### config.mk
export PLATFORM = sky130hd
export DESIGN_NAME = alu_exception_ctrl_flat
export DESIGN_NICKNAME = d
export VERILOG_FILES = /design/src/rtl/alu_exception_if.sv /design/src/rtl/alu_exception_ctrl.sv /design/src/flat_wrapper.sv
export SDC_FILE = /design/constraint.sdc
export NUM_CORES = 1
export LEC_CHECK = 0
export CAP_MARGIN = 15
export CORE_AREA = 3 3 96 98
export DETAILED_ROUTE_END_ITERATION = 12
export DIE_AREA = 0 0 99 101
export PLACE_DENSITY = 0.78
export SLEW_MARGIN = 20
export SYNTH_ARGS = -nofsm -noshare
export SYNTH_HDL_FRONTEND = slang
export SYNTH_SLANG_ARGS = --single-unit
### constraint.sdc
create_clock -name clk -period 2.9 [get_ports clk]
set_input_delay 0.29 -clock clk [delete_from_list [all_inputs] [get_ports clk]]
set_output_delay 0.29 -clock clk [all_outputs]
set_load 0.1 [all_outputs]
### src/rtl/alu_exception_if.sv
`default_nettype none
// ============================================================================
// Module   : alu_exception_if
// Purpose  : Bundle between the EX stage and the ALU exception controller.
//            The master (pipeline) drives the EX-stage status. The slave
//            (exception controller) returns the flush/redirect request and
//            the captured exception state.
// Ports    : ex_valid, alu_type, opcode, fun, alu_err, ex_pc, eret, stall
//            go from master to slave. flush, redirect, redirect_pc, epc,
//            cause, in_handler, exc_count, fatal go from slave to master.
// Revision : 1.0 - initial release
// ============================================================================
interface alu_exception_if #(
   parameter int CNT_W = 16
) ();
   logic             ex_valid;
   logic [1:0]       alu_type;
   logic [5:0]       opcode;
   logic [5:0]       fun;
   logic             alu_err;
   logic [31:0]      ex_pc;
   logic             eret;
   logic             stall;
   logic             flush;
   logic             redirect;
   logic [31:0]      redirect_pc;
   logic [31:0]      epc;
   logic [4:0]       cause;
   logic             in_handler;
   logic [CNT_W-1:0] exc_count;
   logic             fatal;

   modport master (
      output ex_valid, alu_type, opcode, fun, alu_err, ex_pc, eret, stall,
      input  flush, redirect, redirect_pc, epc, cause, in_handler, exc_count, fatal
   );

   modport slave (
      input  ex_valid, alu_type, opcode, fun, alu_err, ex_pc, eret, stall,
      output flush, redirect, redirect_pc, epc, cause, in_handler, exc_count, fatal
   );
endinterface
`default_nettype wire

### src/rtl/alu_exception_ctrl.sv
`default_nettype none
// ============================================================================
// Module   : alu_exception_ctrl
// Purpose  : EX-stage ALU exception controller for the single-issue MIPS
//            core. It captures the faulting PC and the cause (overflow or
//            reserved instruction), flushes the pipeline, and redirects fetch
//            to the handler. On eret it returns fetch to the captured PC.
// Ports    : clk, rst    - core clock and asynchronous active-high reset
//            bus (slave) - EX status in; flush/redirect/epc/cause/count out
// Options  : EXC_TIMEOUT_EN - handler watchdog. The FSM enters HALT and
//            raises a sticky fatal flag after TIMEOUT_CYCLES handler cycles
//            without eret.
// Revision : 1.0 - initial release
// ============================================================================
module alu_exception_ctrl #(
   parameter logic [31:0] HANDLER_ADDR = 32'h0000_4180,
   parameter int          CNT_W        = 16
`ifdef EXC_TIMEOUT_EN
   ,
   parameter int          TIMEOUT_CYCLES = 1024
`endif
) (
   input  logic           clk,
   input  logic           rst,
   alu_exception_if.slave bus
);

   localparam logic [2:0] c_IDLE    = 3'd0;
   localparam logic [2:0] c_FLUSH   = 3'd1;
   localparam logic [2:0] c_HANDLER = 3'd2;
   localparam logic [2:0] c_RETURN  = 3'd3;
`ifdef EXC_TIMEOUT_EN
   localparam logic [2:0] c_HALT    = 3'd4;
`endif

   localparam logic [4:0]       c_CAUSE_OV = 5'd12;
   localparam logic [4:0]       c_CAUSE_RI = 5'd10;
   localparam logic [CNT_W-1:0] c_CNT_ONE  = {{(CNT_W-1){1'b0}}, 1'b1};

`ifdef EXC_TIMEOUT_EN
   localparam int                c_WD_W    = $clog2(TIMEOUT_CYCLES + 1);
   localparam logic [c_WD_W-1:0] c_WD_LAST = c_WD_W'(TIMEOUT_CYCLES - 1);
   localparam logic [c_WD_W-1:0] c_WD_ONE  = {{(c_WD_W-1){1'b0}}, 1'b1};
   logic [c_WD_W-1:0] r_wd;
   logic              r_fatal;
`endif

   logic [2:0]       r_state;
   logic             r_flush;
   logic             r_redirect;
   logic [31:0]      r_redirect_pc;
   logic [31:0]      r_epc;
   logic [4:0]       r_cause;
   logic             r_in_handler;
   logic [CNT_W-1:0] r_count;

   logic             w_capture;
   logic [4:0]       w_class;

   // A stalled EX instruction is not captured. It stays in EX and is
   // re-evaluated on the first unstalled cycle.
   assign w_capture = (r_state == c_IDLE) & bus.ex_valid & bus.alu_err & ~bus.stall;

   // Only add/sub (R-type) and addi (I-type) can overflow. Every other
   // erroring ALU op is treated as a reserved instruction.
   always_comb begin
      w_class = c_CAUSE_RI;
      if (bus.alu_type == 2'b01 && (bus.fun == 6'b100000 || bus.fun == 6'b100010))
         w_class = c_CAUSE_OV;
      else if (bus.alu_type == 2'b00 && bus.opcode == 6'b001000)
         w_class = c_CAUSE_OV;
   end

   // Outputs are computed for the next state, so each registered output
   // lines up with the state it belongs to.
   always_ff @(posedge clk or posedge rst) begin
      if (rst) begin
         r_state       <= c_IDLE;
         r_flush       <= 1'b0;
         r_redirect    <= 1'b0;
         r_redirect_pc <= 32'd0;
         r_epc         <= 32'd0;
         r_cause       <= 5'd0;
         r_in_handler  <= 1'b0;
         r_count       <= '0;
`ifdef EXC_TIMEOUT_EN
         r_wd          <= '0;
         r_fatal       <= 1'b0;
`endif
      end else begin
         r_flush    <= 1'b0;
         r_redirect <= 1'b0;
         case (r_state)
            c_IDLE: begin
               // A capture takes priority over an eret in the same cycle.
               // An eret alone in IDLE is ignored.
               if (w_capture) begin
                  r_state       <= c_FLUSH;
                  r_flush       <= 1'b1;
                  r_redirect    <= 1'b1;
                  r_redirect_pc <= HANDLER_ADDR;
                  r_epc         <= bus.ex_pc;
                  r_cause       <= w_class;
                  if (r_count != '1)
                     r_count <= r_count + c_CNT_ONE;
               end
            end
            c_FLUSH: begin
               r_state      <= c_HANDLER;
               r_in_handler <= 1'b1;
`ifdef EXC_TIMEOUT_EN
               r_wd         <= '0;
`endif
            end
            c_HANDLER: begin
               // Nested errors are masked. An eret wins over a concurrent
               // error and also over the watchdog limit.
               if (bus.eret) begin
                  r_state       <= c_RETURN;
                  r_flush       <= 1'b1;
                  r_redirect    <= 1'b1;
                  r_redirect_pc <= r_epc;
                  r_in_handler  <= 1'b0;
               end
`ifdef EXC_TIMEOUT_EN
               else if (r_wd == c_WD_LAST) begin
                  r_state      <= c_HALT;
                  r_fatal      <= 1'b1;
                  r_flush      <= 1'b1;
                  r_in_handler <= 1'b0;
               end else begin
                  r_wd <= r_wd + c_WD_ONE;
               end
`endif
            end
            c_RETURN: begin
               r_state <= c_IDLE;
            end
`ifdef EXC_TIMEOUT_EN
            c_HALT: begin
               // Terminal state. The pipeline is kept flushed until reset.
               r_flush <= 1'b1;
            end
`endif
            default: begin
               r_state <= c_IDLE;
            end
         endcase
      end
   end

   assign bus.flush       = r_flush;
   assign bus.redirect    = r_redirect;
   assign bus.redirect_pc = r_redirect_pc;
   assign bus.epc         = r_epc;
   assign bus.cause       = r_cause;
   assign bus.in_handler  = r_in_handler;
   assign bus.exc_count   = r_count;
`ifdef EXC_TIMEOUT_EN
   assign bus.fatal       = r_fatal;
`else
   assign bus.fatal       = 1'b0;
`endif

endmodule
`default_nettype wire

### src/flat_wrapper.sv
// flat-port wrapper written by rule: the top's interface ports become plain ports
module alu_exception_ctrl_flat 
#(
   parameter logic [31:0] HANDLER_ADDR = 32'h0000_4180,
   parameter int          CNT_W        = 16

)
  (clk, rst, bus_ex_valid, bus_alu_type, bus_opcode, bus_fun, bus_alu_err, bus_ex_pc, bus_eret, bus_stall, bus_flush, bus_redirect, bus_redirect_pc, bus_epc, bus_cause, bus_in_handler, bus_exc_count, bus_fatal);
  alu_exception_if #(.CNT_W(CNT_W)) bus_i ();
  input  logic clk;
  input  logic rst;
  input wire logic [$bits(bus_i.ex_valid)-1:0] bus_ex_valid;
  input wire logic [$bits(bus_i.alu_type)-1:0] bus_alu_type;
  input wire logic [$bits(bus_i.opcode)-1:0] bus_opcode;
  input wire logic [$bits(bus_i.fun)-1:0] bus_fun;
  input wire logic [$bits(bus_i.alu_err)-1:0] bus_alu_err;
  input wire logic [$bits(bus_i.ex_pc)-1:0] bus_ex_pc;
  input wire logic [$bits(bus_i.eret)-1:0] bus_eret;
  input wire logic [$bits(bus_i.stall)-1:0] bus_stall;
  output wire logic [$bits(bus_i.flush)-1:0] bus_flush;
  output wire logic [$bits(bus_i.redirect)-1:0] bus_redirect;
  output wire logic [$bits(bus_i.redirect_pc)-1:0] bus_redirect_pc;
  output wire logic [$bits(bus_i.epc)-1:0] bus_epc;
  output wire logic [$bits(bus_i.cause)-1:0] bus_cause;
  output wire logic [$bits(bus_i.in_handler)-1:0] bus_in_handler;
  output wire logic [$bits(bus_i.exc_count)-1:0] bus_exc_count;
  output wire logic [$bits(bus_i.fatal)-1:0] bus_fatal;
  assign bus_i.ex_valid = bus_ex_valid;
  assign bus_i.alu_type = bus_alu_type;
  assign bus_i.opcode = bus_opcode;
  assign bus_i.fun = bus_fun;
  assign bus_i.alu_err = bus_alu_err;
  assign bus_i.ex_pc = bus_ex_pc;
  assign bus_i.eret = bus_eret;
  assign bus_i.stall = bus_stall;
  assign bus_flush = bus_i.flush;
  assign bus_redirect = bus_i.redirect;
  assign bus_redirect_pc = bus_i.redirect_pc;
  assign bus_epc = bus_i.epc;
  assign bus_cause = bus_i.cause;
  assign bus_in_handler = bus_i.in_handler;
  assign bus_exc_count = bus_i.exc_count;
  assign bus_fatal = bus_i.fatal;
  alu_exception_ctrl #(.HANDLER_ADDR(HANDLER_ADDR), .CNT_W(CNT_W)) u_core (.clk(clk), .rst(rst), .bus(bus_i));
endmodule
==> impl_metrics.toml, run 1 <==
[clock_network]
clk_pin_slew_ns = 0.09
cts_sinks = 87
cts_buffers = 9
cts_root_buf = "clkbuf_8"
hold_buffers = 0
post-cts-setup-buffers = 0
cts.path.max_buffers = 2
ctsResizeCount = 0
ctsHtreeMaxLevel = 3
cts_tree = "built"
insertion_delay_ns = 0.34

[logic_synthesis]
synth-async-reset-ratio_pct = 100
syn_avg_cell_area_sq_um = 10.7
synth_cells = 334
ys_top_cells_by_count = "nand2_1, dfrtp_1, a22o_1"
yosysTopAreaCell = "dfrtp_1"
synth-seq-cells = 87
yosys_warnings = 0
synth_top_area_share_pct = 60.6
synth_most_common_cell = "nand2_1"
synth_cell_types = 42
ys_seq_area_share_pct = 60.6
synth-main-ff-cell = "dfrtp_1"
synthesis.area_sq_um = 3590
synth_edf_count = 0
synth_area_leaders = "dfrtp_1, nand2_1, a22o_1"

[finish]
layout-drive-gt1-share_pct = 25.6
postLayoutCellArea_sq_um = 5050
syn_to_final_growth_pct = 40.8
antenna_cells = 0
final_net_count = 524
fill_cells = 735

[timing]
worst_pin_slew_ns = 1.10
period_share_pct = 82.0
max_freq_mhz = 420
finClkSkew_ns = 0.0129
setup_violations = 0
slew-limit-headroom_pct = 26.9
rsz0062_at_grt = "false"
tns_ns = 0
finalHoldViolCount = 0
slew_viol_final = 0
whs_ns = 0.371
finalCriticalPeriod_ns = 2.38

[setup_path]
cp-start-kind = "register"
worstSetupStartpoint = "u_core.r_state[0]"
reg2reg_setup_slack_ns = 0.52
path_class = "reg -> reg"
crit_path_end_kind = "register"
required_ns = 3.13
reg2reg_from = "u_core.r_state[0]"
cp.arrival_ns = 2.61
cp_max_fo = 16

[placement]
place_congestion = 0.819
io_buffers = 136
placed_area_sq_um = 4840
dpl.hpwl_mm = 6.45

[routing]
avgViaCountPerCell = 5.04
first_pass_iters = 4
ant_nets = 0
first_iter_violations = 102
num_vias = 2928
wirelength_mm = 8.98
wire_per_inst_um = 15.5
drcViolationCount = 0

[flow_run]
cap_viol_max_count = 0

[global_route]
grt_pass1_wl_mm = 14.6
grt_pass1_vias = 2956
met1_usage_pct = 23.1
antenna_found_initial = 0
grt_use_total_pct = 18.2
grt_max_degree = 48
grtUsageMet3_pct = 4.50
met2_usage_pct = 30.3
top_usage_layer = "met2"
gr-total-overflow = 0

[floorplanning]
io_pins = 141
die_width_um = 99
die_h_um = 101
dieArea_sq_um = 10000
rows = 34
initial_core_util_pct = 42.0
core_area_sq_um = 8550

[status]
status = "completed"

[min_path]
min_path_type = "in -> async"
==> worst max-delay path, cell delays in order (launching register included) <==
cell and delay [ns]:
dfrtp_1 0.40, inv_1 0.10, ha_1 0.36, nand4b_4 0.29
or3_1 0.56, nor4_2 0.20, mux2_2 0.36
==> registers in the layout (all words and copies together), names as in the netlist <==
| register | count |
|---|---|
| u_core.bus.cause | 3 |
| u_core.bus.epc | 32 |
| u_core.bus.exc_count | 16 |
| u_core.bus.flush | 1 |
| u_core.bus.in_handler | 1 |
| u_core.bus.redirect_pc | 32 |
| u_core.r_state | 2 |
==> stage by stage <==
| step | setup slack [ns] | util, % | std cells |
|---|---|---|---|
| after floorplan | 0.360 | - | 336 |
| after global placement | 0.566 | 56.6 | 565 |
| after detailed placement | 0.514 | 56.6 | 565 |
| after CTS | 0.518 | 59.1 | 581 |
| after global routing | 0.364 | 59.1 | 581 |
| final | 0.522 | 59.1 | 581 |
==> layer usage <==
| metal | share of wire, % | vias to the layer above |
|---|---|---|
| li1 | - | 1397 |
| met5 | 0 | - |
| met2 | 51 | 85 |
| met3 | 5.8 | 2 |
| met4 | 0.60 | 0 |
| met1 | 42 | 1444 |
==> final cells by class <==
cell class	count	area (sq um)	area share (%)
inverter	9	35.0	0.693
sequential	87	2180	43.1
timing repair buffer	141	1200	23.7
clock buffer	10	128	2.53
clock inverter	6	85.1	1.68
multi-input combinational	220	1300	25.7
tap	108	135	2.67
==> cells in the final DEF, fill, tap and decap left out, types with 2 or more instances in the layout <==
cell             count
a21o_1               2
a21oi_1              2
a22o_1              29
a311oi_2             2
and4b_1              2
buf_4               90
bufinv_16            2
clkbuf_8             9
clkdlybuf4s50_1     50
clkinv_2             3
clkinvlp_4           2
conb_1               3
dfrtp_1             87
ha_1                 4
inv_1                8
mux2_2               4
nand2_1            109
nand2b_1             3
nand3_1              6
nand4_1              2
nor2_1               5
nor3_1               7
nor4_2               2
o21a_1               2
o21ai_0              5
o22a_1               3
o31ai_1              3
xnor2_1              3
xor2_1               6
==> worst paths after layout <==
| kind | endpoint | depth (start not counted) |
|---|---|---|
| worst max-delay path | u_core.bus.exc_count[15] | 6 |
| worst min-delay path | u_core.bus.redirect_pc[12] | 2 |
| min in group clk | u_core.bus.epc[24] | 3 |
| max in group asynchronous | u_core.bus.redirect_pc[31] | 3 |
| worst max register to register | u_core.bus.exc_count[15] | 6 |
| worst min register to register | u_core.bus.cause[3] | 1 |
==> cell families (layout without fill, tap and decap cells) <==
logic type	Yosys count	after routing	synth area share, %
buffers and inverters	29	166	3.52
DFF	87	87	60.6
AOI/OAI and AO/OA	55	55	12.5
and+or+nand+nor	145	145	18.4
other	1	3	0.104
xor gates and xnor gates	9	9	2.20
muxes	4	4	1.25
adders and majority gates	4	4	1.39
Power of run 1 is not shown: default switching activity piles up to over one toggle a cycle in this logic, so the estimate is an artifact.
==> run 2, diff against run 1 <==
Settings changed: CORE_AREA 3 3 96 98 to 3 3 100 102, DIE_AREA 0 0 99 101 to 0 0 103 105, PLACE_DENSITY 0.78 to 0.75.
Clock period 2.9 ns to 2.1 ns, I/O delays scaled along.
==> impl_metrics.toml, run 2 (synthesis results as in run 1) <==
[setup_path]
path_cells = "inv_1 > ha_2 > nand4b_4 > buf_4 > or4_4 > nor3_1 > xor2_1"
required_ns = 2.37
crit_path_end_kind = "register"
cp.arrival_ns = 2.25
cp-start-kind = "register"
worst-path-buf-inv = 2
cpPeakStageDelay_ns = 0.46
crit_slowest_cell = "or4_4"
path_class = "reg -> reg"
cp_top_family = "simple AND/OR/NAND/NOR gates"
cp_max_fo = 12

[routing]
wirelength_mm = 8.83
ant_nets = 0
dr.max_layer_used = "met4"
first_iter_violations = 83
wire_per_inst_um = 14.9
drcViolationCount = 0
avgViaCountPerCell = 5.02
num_vias = 2968
wl_met3_um = 634
dr_wl_met2_mm = 4.30
drt-met1-wl_mm = 3.83
first_pass_iters = 4

[global_route]
antenna_found_initial = 0
grt_pass1_wl_mm = 14.2
grt_pass1_vias = 2884
grt_max_degree = 88
gr-total-overflow = 0
grt_use_total_pct = 16.5

[flow_run]
cap_viol_max_count = 0

[timing]
worst_pin_slew_ns = 0.524
finalHoldViolCount = 0
period_share_pct = 94.2
setup_violations = 0
max_freq_mhz = 506
slew_viol_final = 0
finClkSkew_ns = 0.0120
tns_ns = 0
timing.final.ws_setup_ns = 0.122
finalCriticalPeriod_ns = 1.98
slew-limit-headroom_pct = 64.2
rsz0062_at_grt = "false"

[floorplanning]
dieArea_sq_um = 10800
rows = 35
initial_core_util_pct = 39.0
io_pins = 141
die_h_um = 105
core_area_sq_um = 9200
die_width_um = 103

[finish]
stdcell_count = 591
final_net_count = 531
antenna_cells = 0
final_common_cell = "nand2_1"
layout-drive-gt1-share_pct = 30.0
most-common-layout-cells = "nand2_1, buf_4, dfrtp_1"
syn_to_final_growth_pct = 42.7
fill_cells = 813

[clock_network]
cts_sinks = 87
cts_root_buf = "clkbuf_8"
ctsHtreeMaxLevel = 3
hold_buffers = 0
cts_tree = "built"
cts.path.max_buffers = 2
insertion_delay_ns = 0.35
clk_pin_slew_ns = 0.09
cts_buffers = 9

[placement]
dpl.hpwl_mm = 6.29
place_inst = 575
place_congestion = 0.797
place_ws_ns = 0.0538
io_buffers = 136

[status]
status = "completed"

[min_path]
min_path_type = "in -> async"
==> run 2: worst paths after layout <==
| path | from | to | slack, ns | cells past startpoint |
|---|---|---|---|---|
| max | u_core.r_state[0] | u_core.bus.exc_count[12] | 0.12 | 7 |
| min | rst | u_core.bus.exc_count[5] | 0.30 | 3 |
| max reg2reg | u_core.r_state[0] | u_core.bus.exc_count[12] | 0.12 | 7 |
| min reg2reg | u_core.bus.cause[3] | u_core.bus.cause[3] | 0.47 | 1 |
| max in group asynchronous | rst | u_core.bus.exc_count[0] | 1.34 | 3 |
| min in group clk | bus_ex_pc[5] | u_core.bus.epc[5] | 0.38 | 3 |
==> run 2: layout make-up <==
cell class / count / area [sq um] / area share [%]
well taps: 111 / 139 / 2.71
clock inverters: 6 / 51.3 / 1.00
flip-flops and latches: 87 / 2200 / 43.0
repair buffers: 148 / 1260 / 24.6
inverters: 9 / 37.5 / 0.733
clock buffers: 10 / 128 / 2.49
multi-input cells: 220 / 1310 / 25.5
==> run 2: stage by stage <==
step                utilization [%]  hold WS (ns)  instance area [sq um]
floorplan                         -         0.315                   3620
global placement               53.7         0.455                   4930
detailed placement             53.7         0.454                   4930
CTS                            55.6         0.359                   5110
global route                   55.7         0.358                   5120
finish                         55.7         0.304                   5120
==> run 2: repair_timing <==
action / CTS / global route
buffers inserted: 0 / 0
resized for setup: 0 / 3
setup endpoints to repair: 0 / 4
==> run 2: tightest hold or removal path, cell delays in order <==
cell and delay, ns:
clkdlybuf4s50_1 0.44, clkinvlp_4 0.10, buf_12 0.33
==> run 2: per-layer routing <==
layer  global-route usage (%)  vias to the layer above
li1                         -                     1408
met1                     21.4                     1456
met2                     26.9                      100
met3                     5.01                        4
met4                     4.16                        0
met5                        0                        -
Power of run 2 is left out for the same reason.
